File: src/rtl/uart_mmio_if.sv
// Register-bus bundle for uart_mmio: a single write port and a combinational read port.
interface uart_mmio_if;
  logic        we;
  logic [2:0]  reg_num;
  logic [31:0] wd;
  logic [31:0] rd;

  modport master (output we, output reg_num, output wd, input rd);
  modport slave  (input we, input reg_num, input wd, output rd);
endinterface

File: src/rtl/uart_mmio.sv
// Memory-mapped 8N1 UART with programmable bit period (BRR+1 clocks) and an RX interrupt.
// Define UART_PARITY_EN to add an optional parity bit controlled by CTRL[2] (enable) and CTRL[3] (odd).
module uart_mmio #(
  parameter logic [15:0] BRR_RESET   = 16'd867,
  parameter int unsigned SYNC_STAGES = 2
) (
  input  logic       clk,
  input  logic       rst_n,
  uart_mmio_if.slave bus,
  input  logic       rx,
  output logic       tx,
  output logic       irq
);

`ifdef UART_PARITY_EN
  localparam int unsigned CtrlW = 4;
`else
  localparam int unsigned CtrlW = 2;
`endif

  typedef enum logic [2:0] {TxIdle, TxStart, TxData, TxParity, TxStop} tx_state_e;
  typedef enum logic [2:0] {RxIdle, RxStart, RxData, RxParity, RxStop} rx_state_e;

  logic [CtrlW-1:0]       ctrl_q;
  logic [15:0]            brr_q;
  logic [7:0]             rxdata_q, rxdata_d;
  logic                   rx_valid_q, rx_valid_d, frame_err_q, frame_err_d;
  logic                   overrun_q, overrun_d, par_err_q, par_err_d;
  logic                   par_en, par_odd, en_d, tx_busy;
  logic                   wr_ctrl, wr_status, wr_brr, wr_txdata;
  logic [3:0]             w1c;

  tx_state_e              tx_state_q, tx_state_d;
  logic [15:0]            tx_cnt_q, tx_cnt_d;
  logic [2:0]             tx_bit_q, tx_bit_d;
  logic [7:0]             tx_shift_q, tx_shift_d;
  logic                   tx_par_q, tx_par_d, tx_done;

  rx_state_e              rx_state_q, rx_state_d;
  logic [SYNC_STAGES-1:0] sync_q;
  logic                   rx_s, rx_armed_q, rx_armed_d, rx_par_bad_q, rx_par_bad_d, rx_store;
  logic [15:0]            rx_cnt_q, rx_cnt_d;
  logic [2:0]             rx_bit_q, rx_bit_d;
  logic [7:0]             rx_shift_q, rx_shift_d;
  logic                   rx_done;

`ifdef UART_PARITY_EN
  assign par_en  = ctrl_q[2];
  assign par_odd = ctrl_q[3];
`else
  assign par_en  = 1'b0;
  assign par_odd = 1'b0;
`endif

  assign wr_ctrl   = bus.we && (bus.reg_num == 3'd0);
  assign wr_status = bus.we && (bus.reg_num == 3'd1);
  assign wr_brr    = bus.we && (bus.reg_num == 3'd2);
  assign wr_txdata = bus.we && (bus.reg_num == 3'd3);
  // Enable as it will be after this edge, so clearing it aborts both FSMs on the same edge.
  assign en_d      = wr_ctrl ? bus.wd[0] : ctrl_q[0];
  assign tx_busy   = (tx_state_q != TxIdle);
  assign irq       = rx_valid_q & ctrl_q[1];
  assign rx_s      = sync_q[SYNC_STAGES-1];
  assign tx_done   = (tx_cnt_q >= brr_q);
  assign rx_done   = (rx_cnt_q >= brr_q);
  assign w1c       = wr_status ? bus.wd[4:1] : 4'b0;

  always_comb begin
    tx_state_d = tx_state_q;
    tx_cnt_d   = tx_cnt_q;
    tx_bit_d   = tx_bit_q;
    tx_shift_d = tx_shift_q;
    tx_par_d   = tx_par_q;
    if (tx_state_q != TxIdle) tx_cnt_d = tx_done ? 16'd0 : tx_cnt_q + 16'd1;
    unique case (tx_state_q)
      TxIdle: if (wr_txdata && ctrl_q[0]) begin
        tx_state_d = TxStart;
        tx_shift_d = bus.wd[7:0];
        tx_par_d   = (^bus.wd[7:0]) ^ par_odd;
        tx_bit_d   = 3'd0;
        tx_cnt_d   = 16'd0;
      end
      TxStart:  if (tx_done) tx_state_d = TxData;
      TxData: if (tx_done) begin
        tx_shift_d = {1'b0, tx_shift_q[7:1]};
        if (tx_bit_q == 3'd7) tx_state_d = par_en ? TxParity : TxStop;
        else                  tx_bit_d   = tx_bit_q + 3'd1;
      end
      TxParity: if (tx_done) tx_state_d = TxStop;
      TxStop:   if (tx_done) tx_state_d = TxIdle;
      default:  tx_state_d = TxIdle;
    endcase
    if (!en_d) begin
      tx_state_d = TxIdle;
      tx_cnt_d   = 16'd0;
    end
  end

  always_comb begin
    unique case (tx_state_q)
      TxStart:  tx = 1'b0;
      TxData:   tx = tx_shift_q[0];
      TxParity: tx = tx_par_q;
      default:  tx = 1'b1;
    endcase
  end

  always_comb begin
    rx_state_d   = rx_state_q;
    rx_cnt_d     = rx_cnt_q;
    rx_bit_d     = rx_bit_q;
    rx_shift_d   = rx_shift_q;
    rx_par_bad_d = rx_par_bad_q;
    rx_armed_d   = rx_armed_q | rx_s;
    rx_store     = 1'b0;
    unique case (rx_state_q)
      RxIdle: if (ctrl_q[0] && rx_armed_q && !rx_s) begin
        rx_state_d = RxStart;
        rx_cnt_d   = 16'd0;
      end
      RxStart: if (rx_cnt_q >= {1'b0, brr_q[15:1]}) begin
        rx_cnt_d     = 16'd0;
        rx_bit_d     = 3'd0;
        rx_par_bad_d = 1'b0;
        rx_state_d   = rx_s ? RxIdle : RxData;
      end else rx_cnt_d = rx_cnt_q + 16'd1;
      RxData: if (rx_done) begin
        rx_cnt_d   = 16'd0;
        rx_shift_d = {rx_s, rx_shift_q[7:1]};
        if (rx_bit_q == 3'd7) rx_state_d = par_en ? RxParity : RxStop;
        else                  rx_bit_d   = rx_bit_q + 3'd1;
      end else rx_cnt_d = rx_cnt_q + 16'd1;
      RxParity: if (rx_done) begin
        rx_cnt_d     = 16'd0;
        rx_par_bad_d = rx_s ^ (^rx_shift_q) ^ par_odd;
        rx_state_d   = RxStop;
      end else rx_cnt_d = rx_cnt_q + 16'd1;
      RxStop: if (rx_done) begin
        rx_cnt_d   = 16'd0;
        rx_store   = 1'b1;
        rx_armed_d = 1'b0;
        rx_state_d = RxIdle;
      end else rx_cnt_d = rx_cnt_q + 16'd1;
      default: rx_state_d = RxIdle;
    endcase
    if (!en_d) begin
      rx_state_d = RxIdle;
      rx_cnt_d   = 16'd0;
      rx_store   = 1'b0;
    end
  end

  // Hardware set beats a same-cycle W1C of the same bit.
  always_comb begin
    rx_valid_d  = (rx_valid_q & ~w1c[0]) | rx_store;
    frame_err_d = (frame_err_q & ~w1c[1]) | (rx_store & ~rx_s);
    overrun_d   = (overrun_q & ~w1c[2]) | (rx_store & rx_valid_q);
    par_err_d   = (par_err_q & ~w1c[3]) | (rx_store & rx_par_bad_q);
    rxdata_d    = rx_store ? rx_shift_q : rxdata_q;
  end

  always_comb begin
    unique case (bus.reg_num)
      3'd0:    bus.rd = 32'(ctrl_q);
      3'd1:    bus.rd = {27'd0, par_err_q, overrun_q, frame_err_q, rx_valid_q, tx_busy};
      3'd2:    bus.rd = {16'd0, brr_q};
      3'd4:    bus.rd = {24'd0, rxdata_q};
      default: bus.rd = 32'd0;
    endcase
  end

  always_ff @(posedge clk or negedge rst_n) begin
    if (!rst_n) begin
      ctrl_q       <= '0;
      brr_q        <= BRR_RESET;
      rxdata_q     <= 8'd0;
      rx_valid_q   <= 1'b0;
      frame_err_q  <= 1'b0;
      overrun_q    <= 1'b0;
      par_err_q    <= 1'b0;
      tx_state_q   <= TxIdle;
      tx_cnt_q     <= 16'd0;
      tx_bit_q     <= 3'd0;
      tx_shift_q   <= 8'd0;
      tx_par_q     <= 1'b0;
      rx_state_q   <= RxIdle;
      sync_q       <= '1;
      rx_armed_q   <= 1'b0;
      rx_par_bad_q <= 1'b0;
      rx_cnt_q     <= 16'd0;
      rx_bit_q     <= 3'd0;
      rx_shift_q   <= 8'd0;
    end else begin
      if (wr_ctrl) ctrl_q <= bus.wd[CtrlW-1:0];
      if (wr_brr)  brr_q  <= bus.wd[15:0];
      rxdata_q     <= rxdata_d;
      rx_valid_q   <= rx_valid_d;
      frame_err_q  <= frame_err_d;
      overrun_q    <= overrun_d;
      par_err_q    <= par_err_d;
      tx_state_q   <= tx_state_d;
      tx_cnt_q     <= tx_cnt_d;
      tx_bit_q     <= tx_bit_d;
      tx_shift_q   <= tx_shift_d;
      tx_par_q     <= tx_par_d;
      rx_state_q   <= rx_state_d;
      sync_q       <= {sync_q[SYNC_STAGES-2:0], rx};
      rx_armed_q   <= rx_armed_d;
      rx_par_bad_q <= rx_par_bad_d;
      rx_cnt_q     <= rx_cnt_d;
      rx_bit_q     <= rx_bit_d;
      rx_shift_q   <= rx_shift_d;
    end
  end

endmodule

File: src/flat_wrapper.sv
// flat-port wrapper written by rule: the top's interface ports become plain ports
module uart_mmio_flat 
#(
  parameter logic [15:0] BRR_RESET   = 16'd867,
  parameter int unsigned SYNC_STAGES = 2
)
  (clk, rst_n, rx, tx, irq, bus_we, bus_reg_num, bus_wd, bus_rd);
  uart_mmio_if bus_i ();
  input  logic clk;
  input  logic rst_n;
  input  logic rx;
  output logic tx;
  output logic irq;
  input wire logic [$bits(bus_i.we)-1:0] bus_we;
  input wire logic [$bits(bus_i.reg_num)-1:0] bus_reg_num;
  input wire logic [$bits(bus_i.wd)-1:0] bus_wd;
  output wire logic [$bits(bus_i.rd)-1:0] bus_rd;
  assign bus_i.we = bus_we;
  assign bus_i.reg_num = bus_reg_num;
  assign bus_i.wd = bus_wd;
  assign bus_rd = bus_i.rd;
  uart_mmio #(.BRR_RESET(BRR_RESET), .SYNC_STAGES(SYNC_STAGES)) u_core (.clk(clk), .rst_n(rst_n), .bus(bus_i), .rx(rx), .tx(tx), .irq(irq));
endmodule
File: config.mk
export PLATFORM = sky130hd
export DESIGN_NAME = uart_mmio_flat
export DESIGN_NICKNAME = d
export VERILOG_FILES = /design/src/rtl/uart_mmio_if.sv /design/src/rtl/uart_mmio.sv /design/src/flat_wrapper.sv
export SDC_FILE = /design/constraint.sdc
export NUM_CORES = 1
export LEC_CHECK = 0
export CORE_AREA = 2 2 110 192
export CTS_CLUSTER_DIAMETER = 150
export CTS_CLUSTER_SIZE = 25
export DETAILED_ROUTE_END_ITERATION = 8
export DIE_AREA = 0 0 112 194
export RECOVER_POWER = 25
export SLEW_MARGIN = 30
export SYNTH_ARGS = -nofsm -noshare
export SYNTH_HDL_FRONTEND = slang
export SYNTH_SLANG_ARGS = --single-unit
File: constraint.sdc
create_clock -name clk -period 4.6 [get_ports clk]
set_input_delay 1.38 -clock clk [delete_from_list [all_inputs] [get_ports clk]]
set_output_delay 1.38 -clock clk [all_outputs]
set_load 0.02 [all_outputs]
==> flow_summary.ini, run 1 <==
[run_status]
status = finished with violations
violations = max-capacitance violations, max-slew violations

[cells_and_area]
nNetsFinal = 744
nFillCells = 2099
area.growth.synth_to_final_pct = 16.78
antennaDiodeCount = 0
register_area_um2 = 2387
fin_util_pct = 34.36
drive_gt1_share_pct = 11.26
multi_input_area_um2 = 3289

[grt]
grt-ovfl-total = 0
antenna_found_initial = 0
grt_max_degree = 57
first_global_vias = 4463
grt_use_total_pct = 12.62
grt_pass1_wl_um = 22260

[floorplanning]
initial_utilization_pct = 29.42
die_area_um2 = 21730
coreArea_um2 = 20200
num_rows = 69
floorplan.io_pins = 73
die_height_um = 194
die_x_um = 112

[yosys]
synth_area_leaders = dfrtp_1, ha_1, mux2_2, nand2_1, dfstp_2
synth_area_um2 = 5943
syn_inst = 608
synth_seq_area_share_pct = 40.17
synth_cell_types = 67
netlist.area_leader.share_pct = 36.63
ys_warn_count = 0
yosys.cell_count.top_type = dfrtp_1
ys_top_cells_by_count = dfrtp_1, nand2_1, ha_1, nor2_1, o21ai_0
syn-mean-instance-area_um2 = 9.775
ys.flop_type = dfrtp_1
yosys.area.top_type = dfrtp_1
ys_ff_latch = 95
synth_edf_count = 0
async_reset_ff_share_pct = 100.0

[sta]
max_freq_mhz = 219.8
relSlewSlack_pct = -100.9
hold_slack_ps = 358.1
hold_viol = 0
drv_slew = 57
worst_slew_pin_slew_ps = 3013
rsz0062_at_grt = no
setup_viol = 0
timing.final.crit_share_pct = 98.89
worst_slack_ps = 51.17
clock_skew_ps = 8.427
min_period_ps = 4549

[power_and_ir_drop]
ir_drop_v = 0.0001709
power_mw = 2.213
p_per_area_nw_per_um2 = 318.8
p_leak_nw = 3.285

[detailed_routing]
wire_per_inst_um = 14.80
drc = 0
vias = 4487
via_per_inst = 4.958
dr.first_iter.drc_count = 161
antenna_left = 0
wirelength_um = 13390
dr.pass1.iters = 4

[critical_path]
cp-end-kind = output pin
crit_required_ps = 3220
crit_chain = clkdlybuf4s50_1 > buf_4 > nor2b_1 > buf_4 > a22oi_1 > nor2_1 > clkdlybuf4s50_1
slowest_stage = clkdlybuf4s50_1
max_stage_delay_ps = 600
cp_max_fo = 5
worst-endpoint-arrival_ps = 3170
crit_path_start_kind = input pin
crit_type = input pin to output pin

[clocking]
insertion_delay_ps = 350
path_clk_slew_ps = 70
htreeDepth = 3
cts.sinks = 95
cts_resized = 4
cts_tree = yes
cts_setup_buffers = 0
clock_path_buffers = 2
postCtsHoldBufs = 0
cts_buffers = 9
clockRootBuffer = clkbuf_16

[place]
hpwl_um = 10100
io_buffers = 40
place_ws_ps = -8.320
place_congestion = 0.8068

[hold_path]
holdCritPathClass = register to register

[run]
max_cap_viol_count = 1
worst max-delay path, delay by kind of cell:
kind | cells | cell delay [ps]
AOI/OAI and AO/OA | 1 | 100
and+or+nand+nor | 2 | 260
buffers and inverters | 4 | 1430
placed cells by master (no fill, tap or decap), types with 4 or more instances in the layout:
| cell type | instances |
|---|---|
| dfrtp_1 | 87 |
| nand2_1 | 57 |
| ha_1 | 53 |
| nor2_1 | 50 |
| o21ai_0 | 33 |
| inv_1 | 31 |
| clkdlybuf4s50_1 | 23 |
| nand3_1 | 22 |
| xnor2_1 | 20 |
| mux2_2 | 20 |
| xor2_1 | 19 |
| a21oi_1 | 16 |
| conb_1 | 16 |
| buf_4 | 13 |
| nand4_1 | 12 |
| mux2_1 | 12 |
| a21o_1 | 11 |
| dlymetal6s2s_1 | 11 |
| and2_1 | 10 |
| clkbuf_16 | 9 |
| a22oi_1 | 8 |
| dfstp_2 | 8 |
| nor2b_1 | 7 |
| nand2b_1 | 7 |
| nor3_1 | 7 |
| and3_1 | 7 |
| a31oi_1 | 7 |
| a211oi_1 | 5 |
| or3_1 | 4 |
| o22ai_1 | 4 |
| o211ai_1 | 4 |
| dlygate4sd2_1 | 4 |
metrics by stage:
step / TNS, ps / area [um2] / instances
after floorplan: 0 / 6000 / 623
after global placement: 0 / 6600 / 889
after detailed placement: -12.75 / 6600 / 889
after CTS: 0 / 6909 / 905
after global routing: 0 / 6940 / 905
final: 0 / 6940 / 905
metal layers:
layer	GRT usage [%]	vias up	wire, um
met5	0	-	0
met4	5.014	0	352
met3	2.563	20	443
met2	22.27	90	6889
met1	14.89	2172	5706
li1	-	2205	-
path summary, 6_finish.rpt:
path                             startpoint                   end  slack (ps)  cells past startpoint
max                          bus_reg_num[1]             bus_rd[6]          50                      7
min                        u_core.sync_q[0]      u_core.sync_q[1]         360                      0
max reg2reg                 u_core.brr_q[9]  u_core.tx_shift_q[0]        1560                      8
min reg2reg                u_core.sync_q[0]      u_core.sync_q[1]         360                      0
max in group asynchronous             rst_n    u_core.rxdata_q[1]         870                      1
min in group asynchronous             rst_n   u_core.tx_cnt_q[11]        2010                      1
state kept, by name, summed over array words and instances (netlist names), 2 cells and up:
| signal | count |
|---|---|
| u_core.rxdata_q | 8 |
| u_core.ctrl_q | 2 |
| u_core.brr_q | 16 |
| u_core.tx_shift_q | 8 |
| u_core.tx_cnt_q | 16 |
| u_core.sync_q | 2 |
| u_core.rx_bit_q | 3 |
| u_core.tx_bit_q | 3 |
| u_core.rx_state_q | 3 |
| u_core.rx_cnt_q | 16 |
| u_core.rx_shift_q | 8 |
| u_core.tx_state_q | 3 |
final cells by class:
| type | count | area share, % |
|---|---|---|
| multi-input cells | 461 | 47.39 |
| clock inverters | 7 | 1.280 |
| inverters | 32 | 1.803 |
| well taps | 248 | 4.471 |
| flip-flops and latches | 95 | 34.40 |
| clock buffers | 9 | 3.245 |
| repair buffers | 53 | 7.409 |
cells by family (layout without fill, tap and decap cells):
family                   after synthesis  in the layout  synth area share, %
AND/OR/NAND/NOR                      206            206                17.52
buffers and inverters                 67            101                5.558
flip-flops                            95             95                40.17
other                                  1             16              0.06310
adder cells (fa/ha/maj)               53             53                11.16
AO/OA/AOI/OAI                        112            112                13.01
multiplexers                          35             35                6.779
XOR/XNOR                              39             39                5.747
power breakdown:
group	internal, mW	switching (mW)	leakage [nW]
Combinational	0.176	0.268	1.88
Clock	0.433	0.356	0.150
Sequential	0.921	0.0573	1.25
Total	1.53	0.681	3.28
Note: power is estimated with default switching activity, not from simulation.
==> run 2: changes to the inputs <==
- ABC_AREA: not set -> 1
- CORE_AREA: 2 2 110 192 -> 2 2 97 169
- DIE_AREA: 0 0 112 194 -> 0 0 99 171
==> run 2 against run 1 <==
The flow still finishes with violations (max-capacitance violations, max-slew violations). Critical path depth down 1. Sequential share of layout area down 0.39 points. Final area up 1.2%. Via count up 13%. Synthesized cell count up 28%. Clock skew up 0.64 ps. Non-clock buffer count unchanged. Combinational power up 10%. Sequential power down 3.0%. Die area down 22%. Flip-flop and latch count unchanged. Wire length up 4.8%. Largest cell class unchanged. Largest power group unchanged. Highest routed layer unchanged.
==> flow_summary.ini, run 2 <==
[run_status]
status = finished with violations
violations = max-capacitance violations, max-slew violations

[power_and_ir_drop]
clock_power_share_pct = 35.5
ir_drop_v = 0.0001866
p_seq_share_pct = 42.6
power_mw = 2.233
switching_share_pct = 32.72
p_leak_nw = 3.647
internal-power_mw = 1.502
power.switching_mw = 0.7307
p_per_area_nw_per_um2 = 318.1
p_comb_share_pct = 21.9

[yosys]
async_reset_ff_share_pct = 100.0
ys_warn_count = 0
synth_area_leaders = dfrtp_1, nand2_1, ha_1, inv_1, nor2_1
synth_cell_types = 40
yosys.area.top_type = dfrtp_1
syn_inst = 780
netlist.area_leader.share_pct = 35.74
syn-mean-instance-area_um2 = 7.809
ys_top_cells_by_count = nand2_1, inv_1, dfrtp_1, nor2_1, ha_1
ys_ff_latch = 95
synth_edf_count = 0
ys.flop_type = dfrtp_1
synth_seq_area_share_pct = 39.19
synth_area_um2 = 6091
yosys.cell_count.top_type = nand2_1

[hold_path]
holdCritPathClass = register to register
hold_depth = 0

[floorplanning]
num_rows = 61
coreArea_um2 = 15650
initial_utilization_pct = 38.93
die_area_um2 = 16930
die_height_um = 171
floorplan.io_pins = 73
die_x_um = 99

[sta]
worst_slew_pin_slew_ps = 2855
clock_skew_ps = 9.068
hold_viol = 0
setup_viol = 0
rsz0062_at_grt = no
hold_slack_ps = 361.5
finalSetupTns_ps = 0
worst_slack_ps = 173.5
min_period_ps = 4426
max_freq_mhz = 225.9
timing.final.crit_share_pct = 96.23
relSlewSlack_pct = -90.31
drv_slew = 53

[place]
place_congestion = 0.7865
hpwl_um = 10640
placed_area_um2 = 6680
placedCellCount = 1007
place_ws_ps = -52.16
io_buffers = 40

[cells_and_area]
area.growth.synth_to_final_pct = 15.26
multi_input_area_um2 = 3191
fin_util_pct = 44.87
nFillCells = 1607
finalNonFillerCells = 1023
largestRegisters = u_core.brr_q x16, u_core.rx_cnt_q x16, u_core.tx_cnt_q x16
drive_gt1_share_pct = 9.113
final_cell_mix = nand2_1, inv_1, dfrtp_1
stdcell_area_um2 = 7020
nNetsFinal = 921
register_area_um2 = 2387
final_common_cell = nand2_1
antennaDiodeCount = 0

[detailed_routing]
dr.pass1.iters = 4
via_per_inst = 4.948
wirelength_um = 14030
wire_per_inst_um = 13.72
drc = 0
dr.first_iter.drc_count = 235
antenna_left = 0
vias = 5062

[grt]
grt-ovfl-total = 0
grt_pass1_wl_um = 23830
grt_max_degree = 53
grt.met3_usage_pct = 2.206
first_global_vias = 5026
antenna_found_initial = 0
grt_use_total_pct = 17.51
grtUsageMet1_pct = 19.88
grt_use_met2_pct = 32.90
grt_busiest_layer = met2

[critical_path]
crit_path_start_kind = input pin
worstRegToRegCells = 11
worst-endpoint-arrival_ps = 3050
crit_type = input pin to output pin
cp-end-kind = output pin
crit_required_ps = 3220
cp_max_fo = 3

[clocking]
cts.sinks = 95
postCtsHoldBufs = 0
insertion_delay_ps = 350
clockRootBuffer = clkbuf_16
clock_path_buffers = 2
path_clk_slew_ps = 70
cts_buffers = 9
cts_tree = yes
htreeDepth = 3

[run]
max_cap_viol_count = 1
## run 2: layer usage
metal | up-vias | wire (um)
met4 | 0 | 291
met1 | 2357 | 5921
met3 | 14 | 365
met5 | - | 0
li1 | 2609 | -
met2 | 82 | 7453
## run 2: final timing paths
check,startpoint,endpoint,slack (ps)
hold / removal,u_core.sync_q[0],u_core.sync_q[1],360
setup / recovery,bus_reg_num[2],bus_rd[0],170
setup reg to reg,u_core.brr_q[5],u_core.rxdata_q[3],2040
max in group asynchronous,rst_n,u_core.rx_cnt_q[8],1040
hold reg to reg,u_core.sync_q[0],u_core.sync_q[1],360
min in group asynchronous,rst_n,u_core.tx_bit_q[1],1950
## run 2: layout make-up
type / count / area share (%)
clock buffers: 9 / 3.208
well taps: 189 / 3.368
flip-flops and latches: 95 / 34.00
multi-input cells: 570 / 45.45
repair buffers: 53 / 7.325
clock inverters: 7 / 1.265
inverters: 100 / 5.382
## run 2: cell families (layout without fill, tap and decap cells)
| kind of cell | after synthesis | count (layout) | synth area share, % |
|---|---|---|---|
| xor gates and xnor gates | 30 | 30 | 4.314 |
| buffers and inverters | 130 | 169 | 9.470 |
| adders and majority gates | 53 | 53 | 10.89 |
| and+or+nand+nor | 350 | 350 | 24.77 |
| other | 1 | 16 | 0.06157 |
| DFF | 95 | 95 | 39.19 |
| AOI/OAI and AO/OA | 121 | 121 | 11.30 |
## run 2: what timing repair did
item	CTS	global route
endpoints found under the hold margin	0	0
resized for setup	5	11
endpoints found under the setup margin	7	11
buffers inserted	0	0
pin swaps	0	0
## run 2: critical path: stages
cell and delay (ps):
clkdlybuf4s50_1 430, buf_4 160, inv_1 90, nand3_1 130
o2111ai_1 230, clkdlybuf4s50_1 630
## run 2: power by group through the flow
stage,combinational (mW),clock (mW),sequential (mW)
after floorplan,0.361,0,0.953
after global placement,0.491,0,0.964
after detailed placement,0.497,0,0.966
after CTS,0.500,0.812,0.950
after global routing,0.561,0.842,0.959
final,0.490,0.793,0.950
